## src/rtl/game_pkg.sv

```systemverilog
// Shared game-state UART framing constants and the receive-side frame state type.
package game_pkg;

  localparam logic [7:0] UART_SYNC_BYTE = 8'hA5;
  localparam int         UART_FRAME_LEN = 7;

  typedef enum logic [2:0] {
    HUNT,
    PAYLOAD,
    CHECK,
    APPLY,
    REJECT
  } uart_frame_state;

endpackage

```

## src/rtl/link_watchdog.sv

```systemverilog
// Saturating up-counter with synchronous clear; expired is high while the count sits at LIMIT.
module link_watchdog #(
  parameter int unsigned LIMIT = 65_000
) (
  input  logic clk,
  input  logic rst,
  input  logic clr,
  output logic expired
);

  localparam int unsigned  W       = $clog2(LIMIT + 1);
  localparam logic [W-1:0] LIMIT_W = W'(LIMIT);

  logic [W-1:0] count;

  always_ff @(posedge clk or posedge rst) begin
    if (rst) begin
      count <= '0;
    end else if (clr) begin
      count <= '0;
    end else if (count != LIMIT_W) begin
      count <= count + 1'b1;
    end
  end

  assign expired = (count == LIMIT_W);

endmodule

```

## src/rtl/uart_frame_decoder.sv

```systemverilog
// Pops bytes from the UART RX FIFO, hunts for sync, checks the 7-byte game-state frame and
// applies good frames atomically to the remote-state outputs; tracks link health.
module uart_frame_decoder
  import game_pkg::*;
#(
  parameter logic [7:0]  SYNC_BYTE    = UART_SYNC_BYTE,
  parameter int unsigned GAP_CYCLES   = 65_000,
  parameter int unsigned LINK_TIMEOUT = 65_000_000
) (
  input  logic            clk,
  input  logic            rst,
  input  logic [7:0]      read_data,
  input  logic            rx_empty,
  output logic            rd_uart,
  output logic [7:0]      current_x_1,
  output logic [7:0]      current_y_1,
  output logic [7:0]      current_x_2,
  output logic [7:0]      current_y_2,
  output logic            player1_collision,
  output logic            player2_collision,
  output logic [1:0]      selected_player,
  output logic            frame_valid,
  output logic            link_ok,
  output logic [7:0]      err_cnt,
  output uart_frame_state fsm_state
);

  localparam logic [2:0] LAST_PAYLOAD = 3'(UART_FRAME_LEN - 2);

  uart_frame_state state;
  logic [2:0]      idx;
  logic [7:0]      acc;
  logic [39:0]     payload;
  logic            in_frame;
  logic            pop;
  logic            gap_expired;
  logic            wd_expired;

  // FIFO handshake: read_data is valid whenever rx_empty=0. A byte is taken (pop) on the
  // edge that raises rd_uart; rd_uart then stays high for exactly one cycle so the FIFO
  // advances its head, and no new byte is taken in that cycle.
  assign in_frame = (state == PAYLOAD) || (state == CHECK);
  assign pop      = !rx_empty && !rd_uart && ((state == HUNT) || in_frame);
  assign fsm_state = state;

  link_watchdog #(.LIMIT(GAP_CYCLES)) u_gap_timer (
    .clk     (clk),
    .rst     (rst),
    .clr     (pop || !in_frame),
    .expired (gap_expired)
  );

  link_watchdog #(.LIMIT(LINK_TIMEOUT)) u_link_watchdog (
    .clk     (clk),
    .rst     (rst),
    .clr     (state == APPLY),
    .expired (wd_expired)
  );

  always_ff @(posedge clk or posedge rst) begin
    if (rst) begin
      state             <= HUNT;
      idx               <= '0;
      acc               <= '0;
      payload           <= '0;
      rd_uart           <= 1'b0;
      current_x_1       <= '0;
      current_y_1       <= '0;
      current_x_2       <= '0;
      current_y_2       <= '0;
      player1_collision <= 1'b0;
      player2_collision <= 1'b0;
      selected_player   <= '0;
      frame_valid       <= 1'b0;
      link_ok           <= 1'b0;
      err_cnt           <= '0;
    end else begin
      rd_uart     <= pop;
      frame_valid <= 1'b0;
      // A frame landing in the same cycle the watchdog expires keeps the link up.
      if (state == APPLY) begin
        link_ok <= 1'b1;
      end else if (wd_expired) begin
        link_ok <= 1'b0;
      end

      case (state)
        HUNT: begin
          if (pop && (read_data == SYNC_BYTE)) begin
            state <= PAYLOAD;
            idx   <= 3'd1;
            acc   <= '0;
          end
        end
        PAYLOAD: begin
          if (pop) begin
            payload <= {payload[31:0], read_data};
            acc     <= acc ^ read_data;
            if (idx == LAST_PAYLOAD) begin
              state <= CHECK;
            end else begin
              idx <= idx + 1'b1;
            end
          end else if (gap_expired) begin
            state <= REJECT;
          end
        end
        CHECK: begin
          if (pop) begin
            state <= ((read_data == acc) && (payload[7:4] == 4'h0)) ? APPLY : REJECT;
          end else if (gap_expired) begin
            state <= REJECT;
          end
        end
        APPLY: begin
          current_x_1       <= payload[39:32];
          current_y_1       <= payload[31:24];
          current_x_2       <= payload[23:16];
          current_y_2       <= payload[15:8];
          selected_player   <= payload[3:2];
          player2_collision <= payload[1];
          player1_collision <= payload[0];
          frame_valid       <= 1'b1;
          state             <= HUNT;
        end
        REJECT: begin
          if (err_cnt != 8'hFF) begin
            err_cnt <= err_cnt + 1'b1;
          end
          state <= HUNT;
        end
        default: state <= HUNT;
      endcase
    end
  end

endmodule
```

## config.mk

```make
export PLATFORM = sky130hd
export DESIGN_NAME = uart_frame_decoder
export DESIGN_NICKNAME = d
export VERILOG_FILES = /design/src/rtl/game_pkg.sv /design/src/rtl/link_watchdog.sv /design/src/rtl/uart_frame_decoder.sv
export SDC_FILE = /design/constraint.sdc
export NUM_CORES = 1
export LEC_CHECK = 0
export BUFFER_PORTS_ARGS = -buffer_cell sky130_fd_sc_hd__buf_2
export CAP_MARGIN = 15
export CORE_UTILIZATION = 53
export CTS_CLUSTER_SIZE = 40
export DETAILED_ROUTE_END_ITERATION = 12
export PLACE_DENSITY = 0.79
export SETUP_SLACK_MARGIN = 0.15
export SYNTH_ARGS = -nofsm -noshare
export SYNTH_HDL_FRONTEND = slang
export SYNTH_SLANG_ARGS = --single-unit
```

## constraint.sdc

```tcl
create_clock -name clk -period 5.9 [get_ports clk]
set_clock_uncertainty 0.05 [all_clocks]
set_input_delay 0.59 -clock clk [delete_from_list [all_inputs] [get_ports clk]]
set_output_delay 0.59 -clock clk [all_outputs]
set_load 0.005 [all_outputs]
```

== Yosys cells after proc, flatten, opt, wreduce, memory -nomap -nowiden ==
Cells that the tools add are included.
Widths: inputs -> output; s select.

* Mux-type cells: 20
* Bitwise gates (word level): 1
* Add/sub/neg operators: 4
* Reduce and logical (&&, ||, !) cells: 21
* Equality and inequality tests: 16

{| class="wikitable"
|+ Operators with widths
! operator !! number
|-
| $mux 26 || 2
|-
| $mux 16 || 2
|-
| $add 26x1->26 const B || 1
|-
| $eq 26x26->1 const B || 1
|-
| $ne 26x26->1 const B || 1
|-
| $mux 3 || 8
|-
| $add 16x1->16 const B || 1
|-
| $eq 16x16->1 const B || 1
|-
| $mux 8 || 2
|-
| $ne 16x16->1 const B || 1
|-
| $pmux 8 s2 || 1
|-
| $pmux 3 s3 || 1
|-
| $add 8x1->8 const B || 1
|-
| $eq 8x8->1 || 1
|-
| $eq 8x8->1 const B || 1
|-
| $ne 8x8->1 const B || 1
|-
| $reduce_bool 2->1 || 4
|-
| $xor 8x8->8 || 1
|-
| $eq 3x2->1 const B || 2
|-
| $eq 3x3->1 const B || 2
|-
| $pmux 3 s2 || 1
|-
| $reduce_and 2->1 || 3
|-
| $logic_and 1x1->1 || 4
|-
| $logic_not 4->1 || 1
|-
| 11 further kinds || 18
|}

* Register bits: 143

== Longest topological paths before layout ==
Gate-level depths: netlist of the first run.

* Word-level depth: 7
* Depth in mapped cells: 7
* Gate-level depth less buffers: 6

== Modules after synthesis ==
A second synthesis of the first run with hierarchy kept.

* Cell total of the unflattened synthesis: 624
* Area, all modules: 6631.4 um^2

{| class="wikitable"
|+ Modules (own cells, without submodules)
! module !! area each (um^2) !! cells an instance !! instances !! seq. area each (um^2)
|-
| uart_frame_decoder || 4300.4 || 377 || 1 || 2527.4
|-
| link_watchdog (u_link_watchdog) || 1412.6 || 151 || 1 || 650.6
|-
| link_watchdog (u_gap_timer) || 918.4 || 96 || 1 || 400.4
|}

== Worst setup path before layout of the first run ==
Ideal clock, no wire load.

* Path kind: input-to-reg
* Start: input read_data[1]
* End: register acc[5]
* Buffers on the path: 0
* Arrival: 1.744 ns
* Data required time: 5.724 ns
* Setup time: 0.126 ns
* Stages: 4
* Slack: 3.980 ns
* Cell sequence: or4b_4 -> nor4_4 -> a21oi_2 -> a221o_1

* Word-level cells in the longest chain between the ends: 4

{| class="wikitable"
|+ Ends and longest elaborated chain
! element !! RTL line !! source
|-
| from (decl) || uart_frame_decoder.sv:12 || <nowiki>input logic [7:0] read_data,</nowiki>
|-
| $eq 8x8->1 || uart_frame_decoder.sv:89 || <nowiki>if (pop && (read_data == SYNC_BYTE)) begin</nowiki>
|-
| $logic_and 1x1->1 || uart_frame_decoder.sv:89 ||
|-
| $ne 2x1->1 (no source line) || -- ||
|-
| $reduce_and 3->1 (no source line) || -- ||
|-
| to (signal assigned) || uart_frame_decoder.sv:98 || <nowiki>acc <= acc ^ read_data;</nowiki>
|-
| to (decl) || uart_frame_decoder.sv:32 || <nowiki>logic [7:0] acc;</nowiki>
|}

Every way passes these cells.
A chain may end at the register's enable or synchronous reset.

== Worst setup path in the final report of the first run ==
* Start: register state[0] (netlist: fsm_state[0])
* End: register payload[18]

* Word-level cells in the longest chain between the ends: 5

{| class="wikitable"
|+ Ends and longest elaborated chain
! element !! RTL line !! source
|-
| from (decl) || uart_frame_decoder.sv:30 || <nowiki>uart_frame_state state;</nowiki>
|-
| from (signal assigned) || uart_frame_decoder.sv:110 || <nowiki>state <= ((read_data == acc) && (payload[7:4] == 4'h0)) ? APPLY : REJECT;</nowiki>
|-
| $eq 3x1->1 or $eq 3x2->1 (tied branches) || uart_frame_decoder.sv:42, uart_frame_decoder.sv:87 ||
|-
| $logic_or 1x1->1 || uart_frame_decoder.sv:42 || <nowiki>assign in_frame = (state == PAYLOAD) || (state == CHECK);</nowiki>
|-
| $logic_or 1x1->1 || uart_frame_decoder.sv:43 || <nowiki>assign pop = !rx_empty && !rd_uart && ((state == HUNT) || in_frame);</nowiki>
|-
| $logic_and 1x1->1 || uart_frame_decoder.sv:43 ||
|-
| $reduce_and 2->1 (no source line) (*) || -- ||
|-
| to (signal assigned) || uart_frame_decoder.sv:97 || <nowiki>payload <= {payload[31:0], read_data};</nowiki>
|-
| to (decl) || uart_frame_decoder.sv:33 || <nowiki>logic [39:0] payload;</nowiki>
|}

Mark *: on every way between the ends. The rest lies on a longest branch, timed or not.

==> summary.md, run 1 <==
| Metric | Value |
|---|---|
| Yosys top cell by area | dfrtp_1 |
| Setup crit start | fsm_state[0] |
| Gr usage total | 0.225 |
| Setup TNS | 0 ns |
| Adder-cell share of the synthesized area | 0.0134 |
| Worst-path clk slew | 0.06 ns |
| Commonest cells post-synth | dfrtp_1, nand2_1, nor2_1 |
| RSZ-0062 raised after global routing | no |
| Initial Utilization | 0.544 |
| TritonCTS Buffers | 17 |
| Core area | 12000 µm² |
| Crit path time final | 2.86 ns |
| Clock sink count | 143 |
| CP peak stage delay | 0.81 ns |
| Final Hold Slack | 0.223 ns |
| Total number of H-tree levels | 4 |
| Antenna cells | 0 |
| Post-CTS Setup Repair Bufs | 0 |
| Setup-failing EPs final | 0 |
| Average footprint of a synthesized cell | 10.5 µm² |
| DP Worst Slack | 3.09 ns |
| Final nets | 700 |
| Max Root-Sink Buffers | 2 |
| Run status | finished clean |
| First-pass iteration count of the detailed router | 5 |
| Pins Over Slew Limit | 0 |
| WP data required | 6.13 ns |
| CP Capture Type | flop |
| Min-delay worst type | input port to async pin |
| Area Growth Syn to Fin | 15.4% |
| Worst rel slew slack | 0.284 |
| Post-Synthesis Cell Area | 6530 µm² |
| Max-Cap Viols | 0 |
| Mux share of post-synthesis cell area | 0.0768 |
| Initial antenna violation count | 0 |
| CP arrival | 3.09 ns |
| Fin util | 0.627 |
| Worst-margin pin slew | 1.07 ns |
| Buf/Inv on CP | 0 |
| Cell variety after synth | 61 |
| Clock root cell | clkbuf_16 |
| Post-Route WL | 13200 µm |
| Pin count of the biggest net entering global routing | 73 |
| Flip-flop and latch area | 3580 µm² |
| Via count | 4761 |
| Period utilization | 0.484 |
| Achievable Freq | 350 MHz |
| Share of cells above drive strength 1 | 0.184 |
| Die X | 113 µm |
| Clk_lat worst skew | 0.41 ns |
| Routed vias/inst | 5.66 |
| Cell Pwr Density | 320 nW/µm² |
| Die height | 113 µm |
| Number of routed nets with antenna violations | 0 |
| Area fraction in compound gates after synthesis | 0.0657 |
| Yosys reg bits | 143 |
| Placement Rows | 40 |
| IO Count | 61 |
| CTS tree | built |
| Max Fanout on Critical Path | 48 |
| DP HPWL | 8470 µm |
| 1st-iter DRT viols | 389 |
| Largest family of logic cells by synthesized area | simple AND/OR/NAND/NOR gates |
| First-pass GRT wire length | 22400 µm |
| Number of hold violations in the final report | 0 |
| Area contributors post-synth | dfrtp_1, nand2_1, mux2_2 |
| Reg2reg start | fsm_state[0] |
| CP Launch Type | flop |
| Post-synthesis cell count | 622 |
| Post-synth EDFFs | 0 |
| Seq/Total Area, Yosys | 0.548 |
| Ys flop type | dfrtp_1 |
| Synth Area in Simple Gates | 0.228 |
| Mapped Nets | 640 |
| Yosys warnings | 0 |
| Hold-fix buffers at CTS | 0 |
| Total gr overflow | 0 |
| I/O Buffers | 60 |
| Multi-input logic area | 2790 µm² |
| CTS resizes | 0 |
| Critical-path cell list | nor3b_2 -> nand2_2 -> mux2_1 |
| Top delay family on crit path | simple AND/OR/NAND/NOR gates |
| XOR/XNOR share of the synthesized area | 0.0429 |
| Async set-reset flop share out of synthesis | 1.00 |
| Gpl congestion | 0.849 |
| Worst setup path category | flop to flop |
| Avg WL per Cell | 15.7 µm |
| Pwr Total | 2.41 mW |
| Final WS setup | 3.04 ns |
| Top-count cell post-synth | dfrtp_1 |
| CP max stage cell | nand2_2 |
| DR DRC count | 0 |
| Fillcell total | 945 |
| Pleak | 3.80 nW |
| Post-synth top area share | 0.548 |
| Die area | 12800 µm² |
| Maximum VDD drop | 0.000199 V |
| Vias in the first global route | 4741 |
cells in the final DEF, fill, tap and decap left out, types with 6 or more instances in the layout:
cell type / Yosys / routed
and3_1: 9 / 9
nor3_1: 11 / 11
nand3_1: 16 / 16
xnor2_1: 15 / 15
o21ai_0: 12 / 12
xor2_1: 17 / 17
nand4_1: 15 / 15
clkbuf_16: 0 / 17
dfrtp_1: 143 / 143
and2_1: 6 / 6
or3_1: 7 / 7
a221o_1: 9 / 9
nand2_1: 130 / 129
inv_1: 16 / 15
nor4_1: 8 / 8
ha_1: 7 / 7
mux2_2: 21 / 21
nor2_1: 38 / 38
a31oi_1: 6 / 6
nor3b_1: 8 / 8
buf_2: 6 / 60
a21oi_1: 16 / 16
nor2b_1: 14 / 14
mux2_1: 20 / 20
power by group:
part	internal [mW]	switching, mW
clock	0.674	0.389
combinational	0.104	0.105
sequential	1.06	0.0772
sequential cells by signal, summed over array words and instances, names as in the netlist, 2 cells and up:
signal                 cells
u_link_watchdog.count     26
current_y_1                8
current_x_1                8
idx                        3
selected_player            2
fsm_state                  3
payload                   40
acc                        8
err_cnt                    8
u_gap_timer.count         16
current_x_2                8
current_y_2                8
routing by layer:
layer  vias to the layer above  global-route usage  wire length (µm)
li1                       2286                   -                 -
met4                         0              0.0877               227
met2                       125               0.363              6380
met3                        21              0.0600               621
met5                         -                   0                 0
met1                      2329               0.291              5970
cell families (layout without fill, tap and decap cells):
group,Yosys count,in the layout
XOR/XNOR,32,32
multiplexers,45,45
AND/OR/NAND/NOR,293,293
flip-flops,143,143
AO/OA/AOI/OAI,62,62
adder cells (fa/ha/maj),7,7
buffers and inverters,40,112
final timing paths:
path / slack [ns] / end / cells after the start
setup / recovery: 3.04 / payload[18] / 3
hold / removal: 0.22 / current_x_1[4] / 2
setup reg to reg: 3.04 / payload[18] / 3
hold reg to reg: 0.41 / current_x_1[1] / 2
max in group asynchronous: 4.25 / current_y_2[3] / 3
min in group clk: 0.41 / payload[7] / 2
area by class of cell:
| class | count | share of cell area |
|---|---|---|
| Inverter | 17 | 0.00913 |
| Clock buffer | 25 | 0.0671 |
| Timing Repair Buffer | 64 | 0.0438 |
| Multi-Input combinational cell | 439 | 0.370 |
| Sequential cell | 143 | 0.475 |
| Tap cell | 147 | 0.0244 |
| Clock inverter | 6 | 0.0106 |
stage by stage:
step	instance area [µm²]	cells
finish	7530	841
global route	7530	841
CTS	7530	840
detailed placement	6940	809
global placement	6940	809
floorplan	6530	622
Power figures use the tool's default switching activity.
==> run 2, diff against run 1 <==
==> constraint.sdc (replaced) <==
create_clock -name clk -period 3 [get_ports clk]
set_clock_uncertainty 0.05 [all_clocks]
set_input_delay 0.3 -clock clk [delete_from_list [all_inputs] [get_ports clk]]
set_output_delay 0.3 -clock clk [all_outputs]
set_load 0.005 [all_outputs]
==> run 2 against run 1 <==
  * Fmax increased by 39%
  * Via count grew 0.97%
  * Worst hold slack got worse by 0.21 ns
  * Global-route usage shrank 0.16 points
  * Largest power group unchanged
==> summary.md, run 2 (synthesis gave the netlist of run 1 again) <==
| Metric | Value |
|---|---|
| I/O Buffers | 60 (unchanged) |
| CP peak stage delay | 0.48 ns (was 0.81 ns) |
| CP Launch Type | flop (unchanged) |
| Total number of H-tree levels | 4 (unchanged) |
| Avg WL per Cell | 15.8 µm (was 15.7 µm) |
| Clk_lat worst skew | 0.41 ns (about the same) |
| Fillcell total | 920 (was 945) |
| Initial Utilization | 0.544 (unchanged) |
| Share of cells above drive strength 1 | 0.188 (was 0.184) |
| Placement Rows | 40 (unchanged) |
| Setup-failing EPs final | 0 (unchanged) |
| Buf/Inv on CP | 2 (was 0) |
| Period utilization | 0.686 (was 0.484) |
| Max Fanout on Critical Path | 46 (was 48) |
| Setup crit start | fsm_state[0] (unchanged) |
| FF-to-FF setup slack | 0.94 ns (was 3.04 ns) |
| Worst path depth | 5 (was 3) |
| WP data required | 3.24 ns (was 6.13 ns) |
| Number of routed nets with antenna violations | 0 (unchanged) |
| Worst rel slew slack | 0.402 (was 0.284) |
| CTS tree | built (unchanged) |
| Worst Setup EP | payload[33] (was payload[18]) |
| Setup TNS | 0 ns (unchanged) |
| TritonCTS Buffers | 17 (unchanged) |
| Routed vias/inst | 5.70 (was 5.66) |
| Biggest register | payload (unchanged) |
| Worst setup path category | flop to flop (unchanged) |
| Gr usage total | 0.223 (was 0.225) |
| Max-Cap Viols | 0 (unchanged) |
| Hold-fix buffers at CTS | 0 (unchanged) |
| Pins Over Slew Limit | 0 (unchanged) |
| Die X | 113 µm (unchanged) |
| Reg2reg end | payload[33] (was payload[18]) |
| Cell mode on critical path | buf_4 |
| Cell Area, Placed | 7000 µm² (was 6940 µm²) |
| CP arrival | 2.30 ns (was 3.09 ns) |
| 1st-iter DRT viols | 325 (was 389) |
| CP max stage cell | dfrtp_1 (was nand2_2) |
| CTS resizes | 0 (unchanged) |
| R2R depth | 5 (was 3) |
| Number of hold violations in the final report | 0 (unchanged) |
| Worst-margin pin slew | 0.895 ns (was 1.07 ns) |
| Final std cells w/o fill | 843 (was 841) |
| Max Root-Sink Buffers | 2 (unchanged) |
| Clock root cell | clkbuf_16 (unchanged) |
| Core area | 12000 µm² (unchanged) |
| Cell Pwr Density | 617 nW/µm² (was 320 nW/µm²) |
| Reg2reg start | fsm_state[0] (unchanged) |
| Max reg flops | 40 (unchanged) |
| Antenna cells | 0 (unchanged) |
| Via count | 4807 (was 4761) |
| Area Growth Syn to Fin | 15.9% (was 15.4%) |
| Gpl congestion | 0.858 (was 0.849) |
| Post-Route WL | 13300 µm (was 13200 µm) |
| Commonest non-fill, non-tap cell in the layout | dfrtp_1 (unchanged) |
| Crit path time final | 2.06 ns (was 2.86 ns) |
| Maximum VDD drop | 0.000399 V (was 0.000199 V) |
| Final nets | 704 (was 700) |
| Die area | 12800 µm² (unchanged) |
| Initial antenna violation count | 0 (unchanged) |
| Post-CTS Setup Repair Bufs | 0 (unchanged) |
| Top delay family on crit path | buffers and inverters (was simple AND/OR/NAND/NOR gates) |
| Die height | 113 µm (unchanged) |
| Fin area | 7560 µm² (was 7530 µm²) |
| Min-delay worst type | input port to async pin (unchanged) |
| Vias in the first global route | 4760 (was 4741) |
| Clock sink count | 143 (unchanged) |
| Commonest non-fill, non-tap cells in the layout | dfrtp_1, nand2_1, buf_2 (unchanged) |
| Pin count of the biggest net entering global routing | 67 (was 73) |
| Run status | finished clean (unchanged) |
| RSZ-0062 raised after global routing | no (unchanged) |
| First-pass iteration count of the detailed router | 5 (unchanged) |
| DR DRC count | 0 (unchanged) |
| Achievable Freq | 486 MHz (was 350 MHz) |
| Regs by FF count | payload x40, u_link_watchdog.count x26, u_gap_timer.count x16 (unchanged) |
| CP Capture Type | flop (unchanged) |
| IO Count | 61 (unchanged) |
| Inst Count DP | 814 (was 809) |
| Critical-path cell list | nor3b_2 -> buf_4 -> nand2_2 -> buf_4 -> mux2_2 (was nor3b_2 -> nand2_2 -> mux2_1) |
| First-pass GRT wire length | 22500 µm (was 22400 µm) |
| Pleak | 3.81 nW (was 3.80 nW) |
| DP HPWL | 8800 µm (was 8470 µm) |
| Total gr overflow | 0 (unchanged) |
| Worst-path clk slew | 0.05 ns (was 0.06 ns) |
## run 2: cell count changes in the layout (fill, tap and decap cells not counted), sizes merged
| cell | delta |
|---|---|
| clkinvlp | +2 |
| inv | -1 |
| clkbuf | -3 |
| buf | +4 |
## run 2: worst reg2reg max path, delay by kind of cell (launching register included)
family        cells  cell delay [ns]
buf+inv           2             0.68
flops             1             0.48
mux               1             0.44
simple gates      2             0.31
## run 2: worst min path at each step
stage                           start                 to  slack (ns)  depth (start not counted)
CTS                               rst     current_y_1[2]        0.04                          2
global placement          payload[35]     current_x_1[3]        0.40                          2
floorplan                read_data[0]         payload[0]        0.38                          1
detailed placement  player2_collision  player2_collision        0.41                          2
finish                            rst     current_y_1[2]        0.02                          2
global route                      rst     current_y_1[2]        0.09                          2
## run 2: area by class of cell
cell class,count,area (µm²),share of cell area
Timing Repair Buffer,68,385,0.0509
Clock inverter,7,87.6,0.0116
Sequential cell,143,3580,0.473
Tap cell,147,184,0.0243
Inverter,17,67.6,0.00893
Multi-Input combinational cell,439,2790,0.369
Clock buffer,22,474,0.0627
## run 2: per-stage QoR
stage / hold slack (ns) / worst slack, ns / total power, mW / util
floorplan: 0.382 / 0.859 / 2.55 / -
global placement: 0.400 / 1.07 / 2.65 / 0.583
detailed placement: 0.408 / 0.994 / 2.70 / 0.583
CTS: 0.0445 / 0.978 / 4.70 / 0.630
global route: 0.0914 / 0.869 / 4.86 / 0.630
finish: 0.0173 / 0.943 / 4.67 / 0.630
## run 2: report_power, final
part | internal, mW | switching, mW | total, mW
clock network | 1.27 | 0.734 | 2.00
registers | 2.08 | 0.160 | 2.24
logic | 0.211 | 0.214 | 0.425
total | 3.56 | 1.11 | 4.67
## run 2: metal layers
layer | global-route usage | wire [µm]
met2 | 0.362 | 6380
met1 | 0.293 | 6140
met3 | 0.0600 | 590
met5 | 0 | 0
met4 | 0.0737 | 183
==> run 3, diff against run 2 <==
--- a/config.mk
+++ b/config.mk
@@ -5,12 +5,13 @@
 export SDC_FILE = /design/constraint.sdc
 export NUM_CORES = 1
 export LEC_CHECK = 0
+export ABC_AREA = 1
 export BUFFER_PORTS_ARGS = -buffer_cell sky130_fd_sc_hd__buf_2
 export CAP_MARGIN = 15
 export CORE_UTILIZATION = 53
 export CTS_CLUSTER_SIZE = 40
 export DETAILED_ROUTE_END_ITERATION = 12
-export PLACE_DENSITY = 0.79
+export PLACE_DENSITY = 0.82
 export SETUP_SLACK_MARGIN = 0.15
 export SYNTH_ARGS = -nofsm -noshare
 export SYNTH_HDL_FRONTEND = slang
==> constraint.sdc (replaced) <==
create_clock -name clk -period 1.7 [get_ports clk]
set_clock_uncertainty 0.05 [all_clocks]
set_input_delay 0.17 -clock clk [delete_from_list [all_inputs] [get_ports clk]]
set_output_delay 0.17 -clock clk [all_outputs]
set_load 0.005 [all_outputs]
==> run 3 against run 2 <==
  * The flow now finishes with violations (DRC, setup timing)
  * Combinational power increased to 6.6 times the previous value
  * Worst hold slack improved by 0.00082 ns
  * Via count increased by 20%
  * Register-to-register slack got worse by 0.98 ns
  * Clock power increased by 100%
  * Non-clock buffer count increased by 60
  * Sequential power increased by 110%
  * Core utilization increased by 9.8 points
  * Largest cell class unchanged
==> summary.md, run 3 <==
| Metric | Value |
|---|---|
| Worst-path clk slew | 0.06 ns (was 0.05 ns) |
| Commonest non-fill, non-tap cell in the layout | nand2_1 (was dfrtp_1) |
| Pin count of the biggest net entering global routing | 63 (was 67) |
| Min-delay worst type | input port to flop (was input port to async pin) |
| IO Count | 61 (unchanged) |
| Cell mode on critical path | nand2_2 (was buf_4) |
| Area contributors post-synth | dfrtp_1, nand2_1, inv_1 (was dfrtp_1, nand2_1, mux2_2) |
| Final std cells w/o fill | 1047 (was 843) |
| Cell Pwr Density | 1370 nW/µm² (was 617 nW/µm²) |
| Mapped Nets | 781 (was 640) |
| First-pass iteration count of the detailed router | 9 (was 5) |
| Biggest register | payload (unchanged) |
| Clock root cell | clkbuf_16 (unchanged) |
| Pins Over Slew Limit | 0 (unchanged) |
| Inst Count DP | 966 (was 814) |
| Worst-margin pin slew | 0.379 ns (was 0.895 ns) |
| CP max stage cell | dfrtp_1 (unchanged) |
| Async set-reset flop share out of synthesis | 1.00 (unchanged) |
| Area Growth Syn to Fin | 31.6% (was 15.9%) |
| I/O Buffers | 60 (unchanged) |
| Final WS setup | -0.0405 ns (was 0.943 ns) |
| Met2 wire length | 8800 µm (was 6380 µm) |
| Routed vias/inst | 5.50 (was 5.70) |
| Met3 WL | 894 µm (was 590 µm) |
| Yosys reg bits | 143 (unchanged) |
| Met1 wire length | 6850 µm (was 6140 µm) |
| Top delay family on crit path | simple AND/OR/NAND/NOR gates (was buffers and inverters) |
| Initial antenna violation count | 0 (unchanged) |
| 1st-iter DRT viols | 450 (was 325) |
| Avg WL per Cell | 16.1 µm (was 15.8 µm) |
| First-pass GRT wire length | 24200 µm (was 22500 µm) |
| Buf/Inv on CP | 2 (unchanged) |
| Die height | 112 µm (was 113 µm) |
| WP data required | 1.96 ns (was 3.24 ns) |
| RSZ-0062 raised after global routing | yes (was no) |
| Yosys warnings | 0 (unchanged) |
| Post-synth top area share | 0.557 (was 0.548) |
| DP HPWL | 8830 µm (was 8800 µm) |
| TritonCTS Buffers | 17 (unchanged) |
| Net Sw Power | 3.68 mW (was 1.11 mW) |
| Crit path time final | 1.74 ns (was 2.06 ns) |
| Antenna cells | 0 (unchanged) |
| Post-Synthesis Cell Area | 6420 µm² (was 6530 µm²) |
| CTS tree | built (unchanged) |
| Gpl congestion | 0.834 (was 0.858) |
| Die area | 12600 µm² (was 12800 µm²) |
| Period utilization | 1.02 (was 0.686) |
| Post-synth EDFFs | 0 (unchanged) |
| Max reg flops | 40 (unchanged) |
| Failing checks | DRC, setup timing |
| Top-count cell post-synth | nand2_1 (was dfrtp_1) |
| Commonest non-fill, non-tap cells in the layout | nand2_1, dfrtp_1, inv_1 (was dfrtp_1, nand2_1, buf_2) |
| Total number of H-tree levels | 4 (unchanged) |
| Final nets | 909 (was 704) |
| Share of cells above drive strength 1 | 0.282 (was 0.188) |
| CP arrival | 2.00 ns (was 2.30 ns) |
| Fin util | 0.728 (was 0.630) |
| Run status | finished, violations left (was finished clean) |
| Sw Share | 0.318 (was 0.237) |
| Int Power | 7.90 mW (was 3.56 mW) |
| CP Capture Type | flop (unchanged) |
| Commonest cells post-synth | nand2_1, dfrtp_1, inv_1 (was dfrtp_1, nand2_1, nor2_1) |
| Flip-flop and latch area | 3590 µm² (was 3580 µm²) |
| Achievable Freq | 575 MHz (was 486 MHz) |
| Clk pwr share | 0.349 (was 0.429) |
| Worst setup path category | flop to flop (unchanged) |
| Clock sink count | 143 (unchanged) |
| Total gr overflow | 0 (unchanged) |
| Number of routed nets with antenna violations | 0 (unchanged) |
| Setup TNS | -0.0869 ns (was 0 ns) |
| Maximum VDD drop | 0.000856 V (was 0.000399 V) |
| Via count | 5754 (was 4807) |
| Ys flop type | dfrtp_1 (unchanged) |
| Gr usage total | 0.245 (was 0.223) |
| Fillcell total | 757 (was 920) |
| Multi-input logic area | 2740 µm² (was 2790 µm²) |
| CP Launch Type | flop (unchanged) |
| Seq pwr share | 0.408 (was 0.480) |
| Average footprint of a synthesized cell | 8.42 µm² (was 10.5 µm²) |
| Vias in the first global route | 5143 (was 4760) |
| Pleak | 4.23 nW (was 3.81 nW) |
| Power share of the combinational group | 0.243 (was 0.091) |
| CP peak stage delay | 0.43 ns (was 0.48 ns) |
| Seq/Total Area, Yosys | 0.557 (was 0.548) |
| Max Fanout on Critical Path | 6 (was 46) |
| Top Layer Used | met4 (unchanged) |
| Worst rel slew slack | 0.747 (was 0.402) |
| Number of hold violations in the final report | 0 (unchanged) |
| Setup-failing EPs final | 3 (was 0) |
| Post-Route WL | 16900 µm (was 13300 µm) |
| Critical-path cell list | inv_2 -> ha_4 -> nand3_2 -> nor3_2 -> nand2_2 -> nand3_1 -> nand2_1 -> inv_1 -> nand2_2 -> nand2_2 -> nand2_1 (was nor3b_2 -> buf_4 -> nand2_2 -> buf_4 -> mux2_2) |
| Cell variety after synth | 31 (was 61) |
| Core area | 11600 µm² (was 12000 µm²) |
| Placement Rows | 39 (was 40) |
| Clk_lat worst skew | 0.42 ns (was 0.41 ns) |
| DR DRC count | 3 (was 0) |
| Die X | 112 µm (was 113 µm) |
| Yosys top cell by area | dfrtp_1 (unchanged) |
| Initial Utilization | 0.553 (was 0.544) |
| Max-Cap Viols | 0 (unchanged) |
| Regs by FF count | payload x40, u_link_watchdog.count x26, u_gap_timer.count x16 (unchanged) |
| Max Root-Sink Buffers | 2 (unchanged) |
| Post-synthesis cell count | 763 (was 622) |
run 3: worst paths after layout:
check,startpoint,end,cells past startpoint,slack (ns)
worst max-delay path,u_gap_timer.count[1],fsm_state[0],11,-0.04
worst min-delay path,read_data[5],payload[5],3,0.02
worst max register to register,u_gap_timer.count[1],fsm_state[0],11,-0.04
worst min register to register,payload[34],current_x_1[2],2,0.42
max in group asynchronous,rst,u_link_watchdog.count[4],4,0.84
min in group asynchronous,rst,payload[36],3,0.16
run 3: worst min-delay path, cell delays in order:
cell     delay (ns)
buf_2          0.12
inv_1          0.07
o21ai_1        0.07
run 3: logic make-up after synthesis:
kind of cell | after synthesis | synth area share
buffers and inverters | 122 | 0.0750
xor gates and xnor gates | 16 | 0.0218
DFF | 143 | 0.557
adders and majority gates | 7 | 0.0136
and+or+nand+nor | 342 | 0.224
AOI/OAI and AO/OA | 133 | 0.108
run 3: power groups by stage:
stage               combinational [mW]  clock [mW]  sequential (mW)
finish                            2.81        4.04             4.72
CTS                               2.33        4.05             4.65
global route                      3.10        4.22             4.80
detailed placement                2.11           0             4.69
floorplan                         1.49           0             4.62
global placement                  2.01           0             4.66
run 3: metrics by stage:
stage,setup WS (ns),instance area [µm²],power [mW],hold slack (ns)
final,-0.0405,8450,11.6,0.0181
after floorplan,-0.311,6450,6.11,0.241
after global routing,-0.152,8450,12.1,0.0166
after detailed placement,-0.00514,7020,6.80,0.0469
after global placement,0.0447,7020,6.67,0.0500
after CTS,0.0907,7900,11.0,0.00409
run 3: area by class of cell:
type	instances	area share
clock inverter	10	0.0186
tap	143	0.0212
multi-input combinational	499	0.324
clock buffer	22	0.0573
sequential	143	0.424
inverter	102	0.0474
timing repair buffer	128	0.107
run 3: what timing repair did:
item | in CTS | in global routing
hold buffers | 5 | 0
endpoints found under the hold margin | 147 | 0
pin swaps | 8 | 29
endpoints found under the setup margin | 46 | 92
resized for setup | 26 | 92
cloned | 2 | 0
setup buffers | 9 | 33
run 3: per-layer routing:
layer | track usage | vias to the layer above
met5 | 0 | -
met1 | 0.312 | 2800
met3 | 0.0632 | 38
li1 | - | 2707
met4 | 0.0684 | 0
met2 | 0.418 | 209
